## config.mk

```make
export PLATFORM = sky130hd
export DESIGN_NAME = rv_decode_stage
export DESIGN_NICKNAME = d
export VERILOG_FILES = /design/src/rtl/rv_pkg.sv /design/src/rtl/rv_decoder.sv /design/src/rtl/rv_decode_stage.sv
export SDC_FILE = /design/constraint.sdc
export NUM_CORES = 1
export LEC_CHECK = 0
export ABC_AREA = 1
export ABC_CLOCK_PERIOD_IN_PS = 1800
export BUFFER_PORTS_ARGS = -buffer_cell sky130_fd_sc_hd__buf_2
export CAP_MARGIN = 20
export CELL_PAD_IN_SITES_DETAIL_PLACEMENT = 0
export CELL_PAD_IN_SITES_GLOBAL_PLACEMENT = 1
export CORE_MARGIN = 5
export CORE_UTILIZATION = 28
export CTS_CLUSTER_DIAMETER = 30
export DETAILED_ROUTE_END_ITERATION = 7
export PLACE_DENSITY = 0.85
export SLEW_MARGIN = 10
export SYNTH_ARGS = -nofsm -noshare
export SYNTH_HDL_FRONTEND = slang
export SYNTH_SLANG_ARGS = --single-unit
export TNS_END_PERCENT = 1
```

## constraint.sdc

```tcl
create_clock -name clk -period 1.8 [get_ports clk]
set_clock_uncertainty 0.15 [all_clocks]
set_input_delay 0.18 -clock clk [delete_from_list [all_inputs] [get_ports clk]]
set_output_delay 0.18 -clock clk [all_outputs]
set_load 0.005 [all_outputs]
```

## src/rtl/rv_pkg.sv

```systemverilog
// Shared RV32I decode definitions: opcodes, ALU encodings, control bundle, immediate formats.
package rv_pkg;

  localparam int unsigned ALU_OP_W = 4;

  localparam logic [6:0] OPC_LUI    = 7'b0110111;
  localparam logic [6:0] OPC_AUIPC  = 7'b0010111;
  localparam logic [6:0] OPC_JAL    = 7'b1101111;
  localparam logic [6:0] OPC_JALR   = 7'b1100111;
  localparam logic [6:0] OPC_BRANCH = 7'b1100011;
  localparam logic [6:0] OPC_LOAD   = 7'b0000011;
  localparam logic [6:0] OPC_STORE  = 7'b0100011;
  localparam logic [6:0] OPC_OP_IMM = 7'b0010011;
  localparam logic [6:0] OPC_OP     = 7'b0110011;

  // Branches use SUB for the compare; LUI passes the immediate straight through.
  localparam logic [ALU_OP_W-1:0] ALU_ADD      = 4'd0;
  localparam logic [ALU_OP_W-1:0] ALU_SUB      = 4'd1;
  localparam logic [ALU_OP_W-1:0] ALU_SLL      = 4'd2;
  localparam logic [ALU_OP_W-1:0] ALU_SLT      = 4'd3;
  localparam logic [ALU_OP_W-1:0] ALU_SLTU     = 4'd4;
  localparam logic [ALU_OP_W-1:0] ALU_XOR      = 4'd5;
  localparam logic [ALU_OP_W-1:0] ALU_SRL      = 4'd6;
  localparam logic [ALU_OP_W-1:0] ALU_SRA      = 4'd7;
  localparam logic [ALU_OP_W-1:0] ALU_OR       = 4'd8;
  localparam logic [ALU_OP_W-1:0] ALU_AND      = 4'd9;
  localparam logic [ALU_OP_W-1:0] ALU_PASS_IMM = 4'd10;

  typedef struct packed {
    logic [ALU_OP_W-1:0] alu_op;
    logic                alu_src_imm;
    logic                op1_pc;
    logic                reg_write;
    logic                is_load;
    logic                is_store;
    logic                is_branch;
    logic                is_jump;
  } ctrl_t;

  localparam int unsigned CTRL_W = $bits(ctrl_t);

  typedef enum logic [2:0] {
    IMM_NONE,
    IMM_I,
    IMM_S,
    IMM_B,
    IMM_U,
    IMM_J
  } imm_fmt_e;

  // Sign-extended immediate for the given format; zero when the format has none.
  function automatic logic [31:0] imm_gen(input logic [31:0] instr, input imm_fmt_e fmt);
    logic [31:0] imm;
    case (fmt)
      IMM_I:   imm = {{20{instr[31]}}, instr[31:20]};
      IMM_S:   imm = {{20{instr[31]}}, instr[31:25], instr[11:7]};
      IMM_B:   imm = {{19{instr[31]}}, instr[31], instr[7], instr[30:25], instr[11:8], 1'b0};
      IMM_U:   imm = {instr[31:12], 12'b0};
      IMM_J:   imm = {{11{instr[31]}}, instr[31], instr[19:12], instr[20], instr[30:21], 1'b0};
      default: imm = '0;
    endcase
    return imm;
  endfunction

  // ALU operation from funct3; alt selects SUB/SRA where applicable.
  function automatic logic [ALU_OP_W-1:0] alu_from_funct3(input logic [2:0] funct3, input logic alt);
    logic [ALU_OP_W-1:0] op;
    case (funct3)
      3'b000:  op = alt ? ALU_SUB : ALU_ADD;
      3'b001:  op = ALU_SLL;
      3'b010:  op = ALU_SLT;
      3'b011:  op = ALU_SLTU;
      3'b100:  op = ALU_XOR;
      3'b101:  op = alt ? ALU_SRA : ALU_SRL;
      3'b110:  op = ALU_OR;
      default: op = ALU_AND;
    endcase
    return op;
  endfunction

endpackage

```

## src/rtl/rv_decoder.sv

```systemverilog
// Combinational RV32I decoder: control bundle, immediate, source-use flags, illegal flag.
module rv_decoder
  import rv_pkg::*;
(
  input  logic [31:0] instr,
  output ctrl_t       ctrl,
  output logic [31:0] imm,
  output logic        use_rs1,
  output logic        use_rs2,
  output logic        illegal
);

  logic [6:0] opcode;
  logic [2:0] funct3;
  logic [4:0] rd;
  imm_fmt_e   fmt;
  ctrl_t      raw;

  assign opcode = instr[6:0];
  assign funct3 = instr[14:12];
  assign rd     = instr[11:7];

  // Opcode decode; unknown opcodes leave the control bundle all-zero.
  always_comb begin
    raw     = '0;
    fmt     = IMM_NONE;
    use_rs1 = 1'b0;
    use_rs2 = 1'b0;
    illegal = 1'b0;
    case (opcode)
      OPC_LUI: begin
        raw.alu_op      = ALU_PASS_IMM;
        raw.alu_src_imm = 1'b1;
        raw.reg_write   = 1'b1;
        fmt             = IMM_U;
      end
      OPC_AUIPC: begin
        raw.alu_op      = ALU_ADD;
        raw.alu_src_imm = 1'b1;
        raw.op1_pc      = 1'b1;
        raw.reg_write   = 1'b1;
        fmt             = IMM_U;
      end
      OPC_JAL: begin
        raw.alu_op      = ALU_ADD;
        raw.alu_src_imm = 1'b1;
        raw.op1_pc      = 1'b1;
        raw.reg_write   = 1'b1;
        raw.is_jump     = 1'b1;
        fmt             = IMM_J;
      end
      OPC_JALR: begin
        raw.alu_op      = ALU_ADD;
        raw.alu_src_imm = 1'b1;
        raw.reg_write   = 1'b1;
        raw.is_jump     = 1'b1;
        fmt             = IMM_I;
        use_rs1         = 1'b1;
      end
      OPC_BRANCH: begin
        raw.alu_op    = ALU_SUB;
        raw.is_branch = 1'b1;
        fmt           = IMM_B;
        use_rs1       = 1'b1;
        use_rs2       = 1'b1;
      end
      OPC_LOAD: begin
        raw.alu_op      = ALU_ADD;
        raw.alu_src_imm = 1'b1;
        raw.reg_write   = 1'b1;
        raw.is_load     = 1'b1;
        fmt             = IMM_I;
        use_rs1         = 1'b1;
      end
      OPC_STORE: begin
        raw.alu_op      = ALU_ADD;
        raw.alu_src_imm = 1'b1;
        raw.is_store    = 1'b1;
        fmt             = IMM_S;
        use_rs1         = 1'b1;
        use_rs2         = 1'b1;
      end
      OPC_OP_IMM: begin
        // instr[30] is an immediate bit except for the SRLI/SRAI encoding.
        raw.alu_op      = alu_from_funct3(funct3, instr[30] & (funct3 == 3'b101));
        raw.alu_src_imm = 1'b1;
        raw.reg_write   = 1'b1;
        fmt             = IMM_I;
        use_rs1         = 1'b1;
      end
      OPC_OP: begin
        raw.alu_op    = alu_from_funct3(funct3, instr[30]);
        raw.reg_write = 1'b1;
        use_rs1       = 1'b1;
        use_rs2       = 1'b1;
      end
      default: illegal = 1'b1;
    endcase
  end

  // Writes to x0 are suppressed here so later stages never see them.
  always_comb begin
    ctrl           = raw;
    ctrl.reg_write = raw.reg_write & (rd != 5'd0);
    imm            = imm_gen(instr, fmt);
  end

endmodule

```

## src/rtl/rv_decode_stage.sv

```systemverilog
// RV32I ID stage: decode, operand fetch, load-use stall, flush and ID/EX register.
// Optional macro DEC_WB_BYPASS_EN forwards the writeback port into the operands.
module rv_decode_stage
  import rv_pkg::*;
#(
  parameter int unsigned XLEN = 32,
  parameter int unsigned PC_W = 32
) (
  input  logic            clk,
  input  logic            reset,
  input  logic            if_valid,
  output logic            if_ready,
  input  logic [31:0]     if_instr,
  input  logic [PC_W-1:0] if_pc,
  output logic [4:0]      rf_rs1,
  output logic [4:0]      rf_rs2,
  input  logic [XLEN-1:0] rf_rdata1,
  input  logic [XLEN-1:0] rf_rdata2,
  input  logic            wb_we,
  input  logic [4:0]      wb_rd,
  input  logic [XLEN-1:0] wb_data,
  input  logic            flush,
  input  logic            ex_ready,
  output logic            ex_valid,
  output logic [PC_W-1:0] ex_pc,
  output logic [XLEN-1:0] ex_op1,
  output logic [XLEN-1:0] ex_op2,
  output logic [XLEN-1:0] ex_imm,
  output logic [4:0]      ex_rd,
  output ctrl_t           ex_ctrl,
  output logic            ex_illegal
);

  logic [4:0]      rs1;
  logic [4:0]      rs2;
  logic [4:0]      rd;
  ctrl_t           dec_ctrl;
  logic [31:0]     dec_imm;
  logic            use_rs1;
  logic            use_rs2;
  logic            dec_illegal;
  logic [XLEN-1:0] op1;
  logic [XLEN-1:0] op2;
  logic            pipe_ready;
  logic            load_use;
  logic            xfer;

  assign rs1    = if_instr[19:15];
  assign rs2    = if_instr[24:20];
  assign rd     = if_instr[11:7];
  assign rf_rs1 = rs1;
  assign rf_rs2 = rs2;

  rv_decoder u_decoder (
    .instr   (if_instr),
    .ctrl    (dec_ctrl),
    .imm     (dec_imm),
    .use_rs1 (use_rs1),
    .use_rs2 (use_rs2),
    .illegal (dec_illegal)
  );

`ifndef DEC_WB_BYPASS_EN
  logic unused_wb;
  assign unused_wb = ^{wb_we, wb_rd, wb_data};
`endif

  // Operand select: optional writeback forward, then x0 forced to zero.
  always_comb begin
    op1 = rf_rdata1;
    op2 = rf_rdata2;
`ifdef DEC_WB_BYPASS_EN
    if (wb_we && (wb_rd == rs1)) op1 = wb_data;
    if (wb_we && (wb_rd == rs2)) op2 = wb_data;
`endif
    if (rs1 == 5'd0) op1 = '0;
    if (rs2 == 5'd0) op2 = '0;
  end

  // Load-use stall and IF handshake; flush refuses the presented instruction.
  assign pipe_ready = ex_ready | ~ex_valid;
  assign load_use   = ex_valid & ex_ctrl.is_load & ex_ctrl.reg_write & (ex_rd != 5'd0) &
                      (((ex_rd == rs1) & use_rs1) | ((ex_rd == rs2) & use_rs2));
  assign if_ready   = pipe_ready & ~load_use & ~flush;
  assign xfer       = if_valid & if_ready;

  // ID/EX register: bubble when EX can take data but nothing transfers, hold otherwise.
  always_ff @(posedge clk) begin
    if (reset) begin
      ex_valid   <= 1'b0;
      ex_pc      <= '0;
      ex_op1     <= '0;
      ex_op2     <= '0;
      ex_imm     <= '0;
      ex_rd      <= '0;
      ex_ctrl    <= '0;
      ex_illegal <= 1'b0;
    end else if (flush) begin
      ex_valid <= 1'b0;
    end else if (pipe_ready) begin
      ex_valid <= xfer;
      if (xfer) begin
        ex_pc      <= if_pc;
        ex_op1     <= op1;
        ex_op2     <= op2;
        ex_imm     <= XLEN'($signed(dec_imm));
        ex_rd      <= rd;
        ex_ctrl    <= dec_ctrl;
        ex_illegal <= dec_illegal;
      end
    end
  end

endmodule

```

Word-level counts from Yosys, hierarchy flattened:

Cells that the tools add are included.

* register bits: 146
* bits of input ports: 171
* output and inout bits: 157
* word-level logic and storage cells: 90

* equal/unequal tests: 22
* multiplexer cells: 21
* bitwise operators: 16
* reduce and logical (&&, ||, !) cells: 16

Operator list (number)
* $pmux 32 s5: 1
* $mux 32: 2
* $pmux 4 s7: 2
* $eq 7x6->1 const B: 3
* $eq 7x7->1 const B: 3
* $pmux 4 s4: 1
* $eq 3x3->1 const B: 5
* $pmux 3 s5: 1
* $eq 7x5->1 const B: 2
* $mux 1: 14
* $reduce_or 7->1: 2
* $eq 3x2->1 const B: 4
* $and 1x1->1: 11
* $eq 5x5->1: 2
* $logic_not 5->1: 2
* $reduce_bool 5->1: 2
* $reduce_or 9->1: 1
* $reduce_or 2->1: 4
* $eq 7x2->1 const B: 1
* $eq 3x1->1 const B: 2
* $reduce_or 3->1: 2
* $reduce_or 6->1: 1
* $logic_not 3->1: 1
* $not 1->1: 3
* 2 further kinds: 3

Depth between registers and ports, before layout:

* depth in word-level cells: 11
* gate-level depth with buffers: 15
* depth with buffers taken out: 13

Modules after synthesis:

A second synthesis with hierarchy kept.

* cell total of the unflattened synthesis: 1290
* area, all modules: 7697.4 um^2

Modules (own cells, without submodules)
* rv_decode_stage: times used 1, cells an instance 1138, area each 6896.6 um^2, seq. area each 2922.8 um^2
* rv_decoder: times used 1, cells an instance 152, area each 800.8 um^2, seq. area each 0.0 um^2

Least setup slack after synthesis:

OpenSTA, ideal clock, no wires.

* path kind: reg-to-reg
* start: register ex_rd[1]
* end: register ex_op1[18]
* library setup time: 0.128 ns
* arrival: 1.609 ns
* required time: 1.522 ns
* slack: -0.087 ns
* stages on the path, launching flop included: 14
* buffers on the path: 2
* period minus slack after synthesis: 1.887 ns
* cells stage by stage: dfxtp_1 inv_2 nand2_1 nand2_1 nor2_1 nand3b_1 a21oi_1 nand2_4 nand3_2 buf_6 buf_2 nand2_1 nand2_1 nor2_1

* word-level cells in the longest chain between the ends: 9
* elaborated cells between the ends (all ways): 13
* those cells by class: 2 x eq/ne; 9 x bitwise; 2 x reduce/logical

RTL lines
* start: declaration: line rv_decode_stage.sv:29 `output logic [4:0] ex_rd,`
* start signal: assignment: line rv_decode_stage.sv:107 `ex_rd <= rd;`
* $eq 5x5->1: line rv_decode_stage.sv:83 `(((ex_rd == rs1) & use_rs1) | ((ex_rd == rs2) & use_rs2));`
* $and 1x1->1: line rv_decode_stage.sv:83
* $or 1x1->1: line rv_decode_stage.sv:83
* $and 1x1->1 (*): line rv_decode_stage.sv:82 `assign load_use = ex_valid & ex_ctrl.is_load & ex_ctrl.reg_write & (ex_rd != 5'd0) &`
* $not 1->1 (*): line rv_decode_stage.sv:84 `assign if_ready = pipe_ready & ~load_use & ~flush;`
* $and 1x1->1 (*) (2 in series): line rv_decode_stage.sv:84
* $and 1x1->1 (*): line rv_decode_stage.sv:85 `assign xfer = if_valid & if_ready;`
* $reduce_and 3->1 (no line) (*)
* end signal: assignment: line rv_decode_stage.sv:104 `ex_op1 <= op1;`
* end: declaration: line rv_decode_stage.sv:26 `output logic [XLEN-1:0] ex_op1,`

Mark *: on every way between the ends. The rest lies on a longest branch, timed or not.
A chain may end at the register's enable or synchronous reset.

Final worst setup path:

* start: register ex_rd[3]
* end: output if_ready

* word-level cells in the longest chain between the ends: 7
* elaborated cells between the ends (all ways): 11
* those cells by class: 2 x eq/ne; 8 x bitwise; 1 x reduce/logical

RTL lines
* $eq 5x5->1: line rv_decode_stage.sv:83
* $and 1x1->1: line rv_decode_stage.sv:83
* $or 1x1->1: line rv_decode_stage.sv:83
* $and 1x1->1 (*): line rv_decode_stage.sv:82
* $not 1->1 (*): line rv_decode_stage.sv:84
* $and 1x1->1 (*) (2 in series): line rv_decode_stage.sv:84
* end: declaration: line rv_decode_stage.sv:12 `output logic if_ready,`

Marks and branches as above.

==> results.cfg <==
[global_routing]
track_usage_pct = 18.2
grt_pass1_wl_mm = 45.0
grt_max_degree = 53
grt_antenna_before_repair = 2
grt_overflow = 0
grt_pass1_vias = 8437

[logic_synthesis]
synth_warnings = 0
synth_top_area_share_pct = 39.2
yosys_most_used_dff = dfxtp_1
syn_inst = 1205
ys_ff_latch = 146
synth-edff-count = 0
async_flop_share_pct = 0
synthesis.area_um2 = 7450
syn_nets = 1376
seq_area_frac_synth_pct = 39.2
synth_commonest_cells = nand2_1, nor2_1, dfxtp_1
synth.most_common_cell = nand2_1
yosys.area.top_type = dfxtp_1
synth_cell_types = 28
synthTopCellsByArea = dfxtp_1, nand2_1, nor2_1
synth_area_per_cell_um2 = 6.19

[sta]
period_share_pct = 107
setup_viol = 143
tightest_slew_ns = 0.413
fin_ws_ns = -0.122
whs_ns = 0.0242
slew_headroom_pct = 72.2
report.final.hold_viol_count = 0
slew_viol_final = 0
min_period_ns = 1.92
fin_tns_setup_ns = -7.86
rsz0062_at_grt = yes
fmax_mhz = 520

[worst_setup_path]
cp-start-kind = flop
endpoint_kind = primary output
critical_path.max_fanout = 4
critPathRequiredTime_ns = 1.47
critPathArrivalTime_ns = 1.59
crit_start = ex_rd[3]
r2r-start = ex_rd[3]
path_class = flop to primary output

[drt]
postRouteAntennaNets = 0
drtIter0Drc = 565
vias = 8820
routedWlPerCell_um = 14.6
routed_wl_mm = 28.7
first_pass_iters = 5
vias_per_cell = 4.51
drc = 0

[floorplanning]
io_pins = 328
die_h_um = 173
start_util_pct = 28.5
core_um2 = 26100
dieArea_um2 = 30000
rows = 59
die_w_um = 173

[clocking]
clk_pin_slew_ns = 0.07
ctsRootBufferMaster = clkbuf_16
cts_tree = built
htree_num_levels = 4
worstSkewPairLatency_ns = 0.41
cts_sinks = 146
cts_buffer_depth = 2
cts_buffers = 17

[outcome]
violations = negative setup slack
outcome = finished, violations left

[power]
p_leak_uw = 0.00635
p_per_area_nw_per_um2 = 770
peakVddDrop_v = 0.000398

[layout]
fillerInstances = 2674
multi_input_comb_area_um2 = 3550
area.growth.synth_to_final_pct = 54.5
fin_util_pct = 44.1
drive_gt1_share_pct = 27.0
antenna_cells = 0
finalNetCount = 1783
seqCellArea_um2 = 2930

[job]
maxCapViolCount = 0

[placement]
place_congestion = 0.869
dp_hpwl_mm = 19.6
port_buffers = 289

[worst_hold_path]
hold_class = primary input to flop
min_from = if_instr[30]
## worst max-delay path, stage by stage (launching register included)
cell	delay, ns
dfxtp_4	0.36
inv_2	0.05
buf_4	0.12
nand4_1	0.10
nand4_1	0.11
a21oi_2	0.20
a21boi_1	0.09
buf_2	0.14
## final timing paths
check	depth (start not counted)	endpoint	slack [ns]
setup / recovery	7	if_ready	-0.12
hold / removal	5	ex_imm[10]	0.02
setup reg to reg	12	ex_op2[12]	-0.09
hold reg to reg	2	ex_imm[31]	0.31
## per-stage QoR
| stage | cells | worst slack (ns) | area, µm² | total power (µW) |
|---|---|---|---|---|
| finish | 1957 | -0.122 | 11500 | 8870 |
| global placement | 1813 | -0.123 | 9670 | 4930 |
| floorplan | 1205 | -0.0252 | 7460 | 4300 |
| global route | 1957 | -0.244 | 11500 | 9320 |
| CTS | 1955 | -0.166 | 11400 | 8950 |
| detailed placement | 1813 | -0.162 | 9670 | 4950 |
## sequential cells by signal (all words and copies together), names as in the netlist
name and flops:
ex_imm 32, ex_op1 32, ex_op2 32, ex_pc 32, ex_ctrl 11, ex_rd 5, ex_illegal 1, ex_valid 1
## cell type report
type | count | area share [%]
clock buffer | 19 | 3.93
clock inverter | 10 | 1.39
inverter | 155 | 5.07
multi-input combinational | 813 | 30.8
sequential | 146 | 25.5
tap | 335 | 3.64
timing repair buffer | 479 | 29.7
## power breakdown
group | internal, µW | switching (µW) | total, µW | leakage, µW
sequential | 3420 | 101 | 3520 | 0.00120
combinational | 760 | 815 | 1570 | 0.00485
clock | 2370 | 1410 | 3780 | 0.000301
## per-layer routing
layer  global-route usage [%]  part of all wire [%]  up-vias
met5                        0                 0.094        -
met1                     22.7                    44     3948
met3                     5.17                   6.3       57
met4                     7.42                   3.5        4
met2                     29.6                    46      292
li1                         -                     -     4519
## layout by cell type, fill, tap and decap left out, types with 2 or more instances in the layout
cell type	netlist	routed
nand3_4	1	2
a21oi_2	0	11
clkbuf_16	0	18
buf_2	10	287
nand2_2	1	3
dlygate4sd3_1	0	109
bufinv_16	0	4
clkinv_4	0	2
dfxtp_2	0	3
clkbuf_8	0	2
buf_4	22	62
clkinv_2	0	3
inv_2	12	11
nand2_1	414	412
nand3_1	15	15
dfxtp_4	0	2
a21oi_1	50	38
nor3_1	5	5
inv_1	143	142
nand3b_1	2	2
nor2_2	1	3
o21ai_0	15	15
buf_12	0	18
nor2_1	199	197
dfxtp_1	146	141
nand4_1	101	101
## logic make-up after synthesis
family,share of synthesized area [%]
flops,39.2
buf+inv,14.2
xor+xnor,0.235
simple gates,41.7
compound gates,4.65
## what timing repair did
action                                  in CTS  in global routing
hold endpoints to repair                   111                  0
resized for setup                           11                 15
endpoints found under the setup margin     145                147
hold buffers                               109                  0
pin swaps                                    6                  3
gates cloned                                 0                  1
buffers inserted                             4                  1
Power figures use the tool's default switching activity.
